<file path="config.mk">
export PLATFORM = sky130hd
export DESIGN_NAME = pipeline_exec_ctrl
export DESIGN_NICKNAME = d
export VERILOG_FILES = /design/src/rtl/pipeline_exec_ctrl_pkg.sv /design/src/rtl/sat_counter.sv /design/src/rtl/pipeline_exec_ctrl.sv
export SDC_FILE = /design/constraint.sdc
export NUM_CORES = 1
export LEC_CHECK = 0
export ABC_AREA = 1
export BUFFER_PORTS_ARGS = -buffer_cell sky130_fd_sc_hd__buf_2
export CAP_MARGIN = 10
export CORE_MARGIN = 2
export CORE_UTILIZATION = 55
export CTS_CLUSTER_DIAMETER = 80
export CTS_CLUSTER_SIZE = 12
export DETAILED_ROUTE_END_ITERATION = 16
export GPL_ROUTABILITY_DRIVEN = 0
export PLACE_DENSITY_LB_ADDON = 0.2
export RECOVER_POWER = 100
export SYNTH_ARGS = -nofsm -noshare
export SYNTH_HDL_FRONTEND = slang
export SYNTH_SLANG_ARGS = --single-unit
export TNS_END_PERCENT = 5
</file>
<file path="constraint.sdc">
create_clock -name i_clk -period 2.44 [get_ports i_clk]
set_input_delay 0.488 -clock i_clk [delete_from_list [all_inputs] [get_ports i_clk]]
set_output_delay 0.488 -clock i_clk [all_outputs]
set_load 0.01 [all_outputs]
</file>
<file path="src/rtl/pipeline_exec_ctrl_pkg.sv">
// rtl/pipeline_exec_ctrl_pkg.sv - shared types and command codes for the pipeline execution controller
package pipeline_exec_ctrl_pkg;

  localparam int NB_CMD_DEFAULT = 2;

  typedef logic [NB_CMD_DEFAULT-1:0] cmd_code_t;

  localparam cmd_code_t CMD_RESTART = 2'b00;
  localparam cmd_code_t CMD_RUN     = 2'b01;
  localparam cmd_code_t CMD_STEP    = 2'b10;
  localparam cmd_code_t CMD_STOP    = 2'b11;

  typedef enum logic [2:0] {
    ST_IDLE,
    ST_RUN,
    ST_STEP,
    ST_HALTED,
    ST_CLEAR
  } state_e;

  // Commands are only sampled in the states that can act on them
  function automatic logic accepts_cmd(input state_e s);
    return (s == ST_IDLE) || (s == ST_RUN) || (s == ST_HALTED);
  endfunction

  // The pipeline advances only while running or single-stepping
  function automatic logic pipe_running(input state_e s);
    return (s == ST_RUN) || (s == ST_STEP);
  endfunction

endpackage

</file>
<file path="src/rtl/sat_counter.sv">
// rtl/sat_counter.sv - saturating up-counter with synchronous clear
module sat_counter #(
  parameter int WIDTH = 32
) (
  input  logic             clk,
  input  logic             clear,
  input  logic             enable,
  output logic [WIDTH-1:0] count
);

  // Clear wins over enable; the count sticks at all-ones instead of wrapping
  always_ff @(posedge clk) begin
    if (clear) begin
      count <= '0;
    end else if (enable && (count != '1)) begin
      count <= count + WIDTH'(1);
    end
  end

endmodule

</file>
<file path="src/rtl/pipeline_exec_ctrl.sv">
// rtl/pipeline_exec_ctrl.sv - run/step/halt controller gating the pipeline enable
module pipeline_exec_ctrl
  import pipeline_exec_ctrl_pkg::*;
#(
  parameter int NB_CYCLE = 32,
  parameter int NB_CMD   = NB_CMD_DEFAULT
) (
  input  logic                i_clk,
  input  logic                i_reset,
  input  logic                i_cmd_valid,
  input  logic [NB_CMD-1:0]   i_cmd,
  output logic                o_cmd_ready,
  input  logic                i_WB_halt,
  output logic                o_pipe_enable,
  output logic                o_pipe_clear,
  output logic                o_done,
  output logic                o_cmd_err,
  output logic                o_halted,
  output logic [NB_CYCLE-1:0] o_cycle_count
);

  state_e    state;
  state_e    state_next;
  logic      done;
  logic      done_next;
  logic      cmd_err;
  logic      cmd_err_next;
  logic      xfer;
  cmd_code_t cmd;

  assign cmd  = cmd_code_t'(i_cmd);
  assign xfer = i_cmd_valid && o_cmd_ready;

  // Moore decodes straight from the registered state
  assign o_cmd_ready   = accepts_cmd(state);
  assign o_pipe_enable = pipe_running(state);
  assign o_pipe_clear  = (state == ST_CLEAR);
  assign o_halted      = (state == ST_HALTED);
  assign o_done        = done;
  assign o_cmd_err     = cmd_err;

  // State and pulse registers; reset overrides any command or halt in flight
  always_ff @(posedge i_clk) begin
    if (i_reset) begin
      state   <= ST_IDLE;
      done    <= 1'b0;
      cmd_err <= 1'b0;
    end else begin
      state   <= state_next;
      done    <= done_next;
      cmd_err <= cmd_err_next;
    end
  end

  // Next-state and next-pulse decision; halt from WB beats any command in RUN
  always_comb begin
    state_next   = state;
    done_next    = 1'b0;
    cmd_err_next = 1'b0;
    case (state)
      ST_IDLE: begin
        if (xfer) begin
          case (cmd)
            CMD_RUN:     state_next = ST_RUN;
            CMD_STEP:    state_next = ST_STEP;
            CMD_RESTART: state_next = ST_CLEAR;
            default:     state_next = ST_IDLE;
          endcase
        end
      end
      ST_RUN: begin
        if (i_WB_halt) begin
          state_next = ST_HALTED;
          done_next  = 1'b1;
        end else if (xfer) begin
          case (cmd)
            CMD_STOP:    state_next = ST_IDLE;
            CMD_RESTART: state_next = ST_CLEAR;
            default:     cmd_err_next = 1'b1;
          endcase
        end
      end
      ST_STEP: begin
        done_next = 1'b1;
        if (i_WB_halt) begin
          state_next = ST_HALTED;
        end else begin
          state_next = ST_IDLE;
        end
      end
      ST_HALTED: begin
        if (xfer) begin
          if (cmd == CMD_RESTART) begin
            state_next = ST_CLEAR;
          end else begin
            cmd_err_next = 1'b1;
          end
        end
      end
      ST_CLEAR: begin
        state_next = ST_IDLE;
      end
      default: begin
        state_next = ST_IDLE;
      end
    endcase
  end

  sat_counter #(
    .WIDTH (NB_CYCLE)
  ) u_cycle_counter (
    .clk    (i_clk),
    .clear  (i_reset || o_pipe_clear),
    .enable (o_pipe_enable),
    .count  (o_cycle_count)
  );

endmodule

</file>
After elaboration in Yosys (flattened, before gate mapping)
Index checks and enable logic that the tools add are counted.
- add/sub/neg operators: 1
- $mul: 0
- divide/modulo/power cells: 0
- magnitude comparators: 0
- eq/ne operators: 13
- shifts and indexed selects: 0
- mux-type cells: 17
- bitwise gates (word level): 0
- reduce and logical (&&, ||, !) cells: 10
- operators by type and width (kind ; count):
    32-bit by 1-bit adder with 32-bit output (second input constant) ; 1
    32-bit != test (second input constant) ; 1
    3-bit 2-to-1 mux ; 5
    3-bit one-hot mux with 4 select lines ; 1
    3-bit one-hot mux with 3 select lines ; 1
    3-bit by 2-bit equality test with 1-bit output (second input constant) ; 2
    1-bit 2-to-1 mux ; 6
    3-bit one-hot mux with 2 select lines ; 1
    5-bit AND reduction ; 1
    2-bit equality test (second input constant) ; 2
    1-bit logical OR ; 4
    2-bit by 1-bit != test with 1-bit output (second input constant) ; 2
    4-bit by 2-bit != test with 1-bit output (second input constant) ; 1
    1-bit one-hot mux with 2 select lines ; 2
    3-bit by 1-bit equality test with 1-bit output (second input constant) ; 1
    3-bit equality test (second input constant) ; 1
    3-bit logical NOT ; 1
    3-bit != test (second input constant) ; 1
    2-bit by 1-bit equality test with 1-bit output (second input constant) ; 1
    1-bit logical AND ; 2
    2-bit logical NOT ; 1
    2-bit 2-to-1 mux ; 1
    2-bit != test (second input constant) ; 1
    2-bit OR reduction ; 1
- flip-flop bits (word level): 37
- bits in latches: 0
- bits in writable memories: 0
- memory bits (read-only): 0
- bits of input ports: 6
- memories kept: 0

Depth between registers and ports, before layout
- depth in word-level cells: 7
- gate-level depth with buffers: 11

Hierarchy
From an unflattened synthesis, not the netlist that was laid out.
- cell total of the unflattened synthesis: 389
- area total of the unflattened synthesis: 2488.6 um^2
- by module, submodules not included (module ; times used ; cells each ; area an instance (um^2) ; sequential area each (um^2)):
    sat_counter ; 1 ; 324 ; 2062.0 ; 640.6
    pipeline_exec_ctrl ; 1 ; 65 ; 426.7 ; 100.1

Worst setup path before layout
Ideal clock, no wire load.
- path kind: reg-to-reg
- start point: register u_cycle_counter.count[1]
- end point: register u_cycle_counter.count[10]
- setup time: 0.066 ns
- data arrival time: 1.655 ns
- required time: 2.374 ns
- path slack: 0.719 ns
- cell stages (with the launch flop): 12
- path buffers: 2
- clock period less this slack: 1.721 ns
- path through: dfxtp_1 > ha_1 > nand2_2 > nor2_4 > nand2_4 > nor2_8 > nand2_4 > nand2_4 > buf_12 > buf_12 > nand2_1 > a21oi_2
- word-level cells in the longest chain between the ends: 2
- elaborated cells between the ends (all ways): 3
- those cells by class: 1 x add/sub; 1 x eq/ne; 1 x reduce/logical
- ends and longest elaborated chain (what ; RTL line ; text):
    start: declaration ; sat_counter.sv:8 ; output logic [WIDTH-1:0] count
    start signal: assignment ; sat_counter.sv:16 ; count <= count + WIDTH'(1);
    parallel branches: the longest is 2 deep, another holds 32-bit by 1-bit adder with 32-bit output ; -- ;
Parallel ways; which one is timed is not known.
A chain may end at the register's enable or synchronous reset.

Final worst setup path
- start point: register state[1]
- end point: output port o_pipe_enable
- word-level cells in the longest chain between the ends: 2
- elaborated cells between the ends (all ways): 3
- those cells by class: 2 x eq/ne; 1 x reduce/logical
- ends and longest elaborated chain (what ; RTL line ; text):
    start: declaration ; pipeline_exec_ctrl.sv:22 ; state_e state;
    start signal: assignment ; pipeline_exec_ctrl.sv:49 ; state <= state_next;
    3-bit by 1-bit equality test with 1-bit output or 3-bit by 2-bit equality test with 1-bit output (tied branches) ; pipeline_exec_ctrl_pkg.sv:28 ; return (s == ST_RUN) || (s == ST_STEP);
    1-bit logical OR * ; pipeline_exec_ctrl_pkg.sv:28 ;
    end: declaration ; pipeline_exec_ctrl.sv:14 ; output logic o_pipe_enable,
Mark *: on every way between the ends. The rest lies on a longest branch, timed or not.

==> results_dict.tcl <==
set metrics [dict create \
    period_share 0.8444 \
    crit_fanout 10 \
    r2r_slack_ps 400 \
    place_area_um2 2764 \
    grt_max_degree 27 \
    dieArea_um2 5139 \
    synth_top_cell_area_share 0.2939 \
    fin_skew_ps 7.679 \
    final_cell_area_um2 2786 \
    period_needed_ps 2060 \
    dpl.cell_count 487 \
    cp.arrival_ps 1570 \
    synthesis.nets 406 \
    combPwrFrac 0.339 \
    timing.rr.end "u_cycle_counter.count[4]" \
    fp.dieW_um 71.69 \
    cts_resized 0 \
    min_from "i_reset" \
    vias_per_cell 5.012 \
    status "finished clean" \
    dr.first_iter.drc_count 177 \
    seqPwrFrac 0.366 \
    netlist_instances 396 \
    async_reset_ff_frac 0 \
    fin_nets 452 \
    synth_cell_types 26 \
    overflow 0 \
    crit_type "reg2out" \
    switching_share 0.3922 \
    cts_tree "done" \
    maxSlewViolCount 0 \
    cts_buffer_depth 2 \
    drive_above_1_share 0.1061 \
    rows 24 \
    first_global_vias 2222 \
    track_usage 0.2375 \
    die_h_um 71.69 \
    slowest_stage "dfxtp_1" \
    hp-class "in2reg" \
    ys_top_cells_by_count "nand2_1, nor2_1, inv_1" \
    cp-start-kind "flop" \
    worstSetupEndpointType "output port" \
    leakagePower_nw 1.061 \
    vdd_drop_max_uv 547.5 \
    seq_area_frac_synth 0.2939 \
    cp_data_required_time_ps 1950 \
    stdcell_count 495 \
    synth.ff_latch_count 37 \
    vias 2481 \
    routedWlPerCell_um 11.57 \
    synth_edf_count 0 \
    antenna_found_initial 0 \
    yosysWarnings 0 \
    areaGrowthSynthToFinish_pct 10.58 \
    holdPathEnd "o_done" \
    fin_ws_ps 379.6 \
    tightest_slew_ps 464.3 \
    yosysMostFrequentCell "nand2_1" \
    start_util 0.5748 \
    setup_viol 0 \
    drtAntennaViolNets 0 \
    slew_headroom 0.6893 \
    hold_path_depth 2 \
    dp_hpwl_um 4463 \
    grt_pass1_wl_um 9763 \
    synthFlopType "dfxtp_1" \
    cpPeakStageDelay_ps 350 \
    nFillCells 465 \
    tns_ps 0 \
    cts_hold_buf 0 \
    drcViolationCount 0 \
    yosys.area.top_type "dfxtp_1" \
    powerDensity_nw_per_um2 672.0 \
    crit_chain "nor2_1, nand2_1, nand2_1, clkbuf_1" \
    p_switching_mw 0.7344 \
    root_buffer "clkbuf_8" \
    dpl_worst_slack_ps 515.6 \
    io_pins 44 \
    post_cts_buffers 0 \
    reg2reg_from "u_cycle_counter.count[1]" \
    clock_sinks 37 \
    cp_common_cell "nand2_1" \
    hold_viol_final 0 \
    timing.fmax_mhz 485.4 \
    drt-pass1-iter-count 4 \
    wl_um 5726 \
    rsz0062_at_grt "false" \
    p_int_mw 1.138 \
    clock_latency_ps 300 \
    core_area_um2 4384 \
    path_clk_slew_ps 70 \
    syn_area_per_cell_um2 6.363 \
    r2r_cells 10 \
    synth_area_leaders "dfxtp_1, nand2_1, nor2_1, a21oi_2, inv_1" \
    numCtsBuffers 5 \
    utilization 0.6356 \
    portBuffers 43 \
    maxCapViolCount 0 \
    htree_levels 2 \
    synth_area_um2 2520 \
    pwr-share-clk 0.295 \
    num_antenna_cells 0 \
]
-- per-stage QoR --
| step | total power [mW] | hold WS [ps] |
|---|---|---|
| finish | 1.873 | 390.5 |
| global route | 1.998 | 397.7 |
| CTS | 1.911 | 386.8 |
| detailed placement | 1.361 | 508.3 |
| global placement | 1.344 | 511.4 |
| floorplan | 1.309 | 485.0 |
-- cell families after synthesis --
family                     synth area share
AOI/OAI and AO/OA                   0.09633
xor gates and xnor gates            0.05214
adders and majority gates           0.01986
buffers and inverters               0.09533
DFF                                  0.2939
and+or+nand+nor                      0.4424
-- registers in the layout (all words and copies together), names as in the netlist --
signal and flops:
o_done 1, o_cmd_err 1, u_cycle_counter.count 32, state 3
-- worst max-delay path by stage --
stage / start / cells after the start / slack, ps / endpoint
CTS: u_cycle_counter.count[1] / 10 / 500 / u_cycle_counter.count[16]
global route: u_cycle_counter.count[0] / 10 / 170 / u_cycle_counter.count[0]
global placement: u_cycle_counter.count[1] / 10 / 570 / u_cycle_counter.count[16]
finish: state[1] / 4 / 380 / o_pipe_enable
floorplan: u_cycle_counter.count[1] / 11 / 720 / u_cycle_counter.count[10]
detailed placement: u_cycle_counter.count[1] / 10 / 520 / u_cycle_counter.count[16]
-- placed cells by master (no fill, tap or decap), types with 9 or more instances in the layout --
master    instances
nand2_1         140
nor2_1           60
inv_1            43
clkbuf_1         39
dfxtp_1          37
nand3_1          23
a21oi_1          15
a21oi_2          11
nand2_2           9
xor2_1            9
-- per-layer routing --
| metal | vias up | global-route usage | part of all wire |
|---|---|---|---|
| met4 | 0 | 0.07966 | 0.016 |
| met1 | 1099 | 0.3206 | 0.49 |
| met3 | 9 | 0.04219 | 0.042 |
| met5 | - | 0 | 0 |
| met2 | 55 | 0.3837 | 0.45 |
| li1 | 1318 | - | - |
-- power groups by stage --
stage / logic (mW) / clock network (mW) / registers [mW]
after global routing: 0.714 / 0.593 / 0.691
after detailed placement: 0.663 / 0 / 0.698
after global placement: 0.647 / 0 / 0.697
final: 0.635 / 0.553 / 0.685
after floorplan: 0.606 / 0 / 0.703
after CTS: 0.667 / 0.561 / 0.684
-- layout make-up --
type                       instances  area (um^2)  share of cell area
multi-input combinational        307         1493              0.5357
sequential                        37        740.7              0.2658
timing repair buffer              46        202.7             0.07274
inverter                          45        168.9             0.06062
clock buffer                       7        86.33             0.03098
tap                               52        65.06             0.02335
clock inverter                     1        30.03             0.01078
-- worst max-delay path: cells and delay by family (launching register included) --
family / cells / cell delay (ps)
AND/OR/NAND/NOR: 3 / 730
buffers and inverters: 1 / 200
flip-flops: 1 / 350
Power figures use the tool's default switching activity.
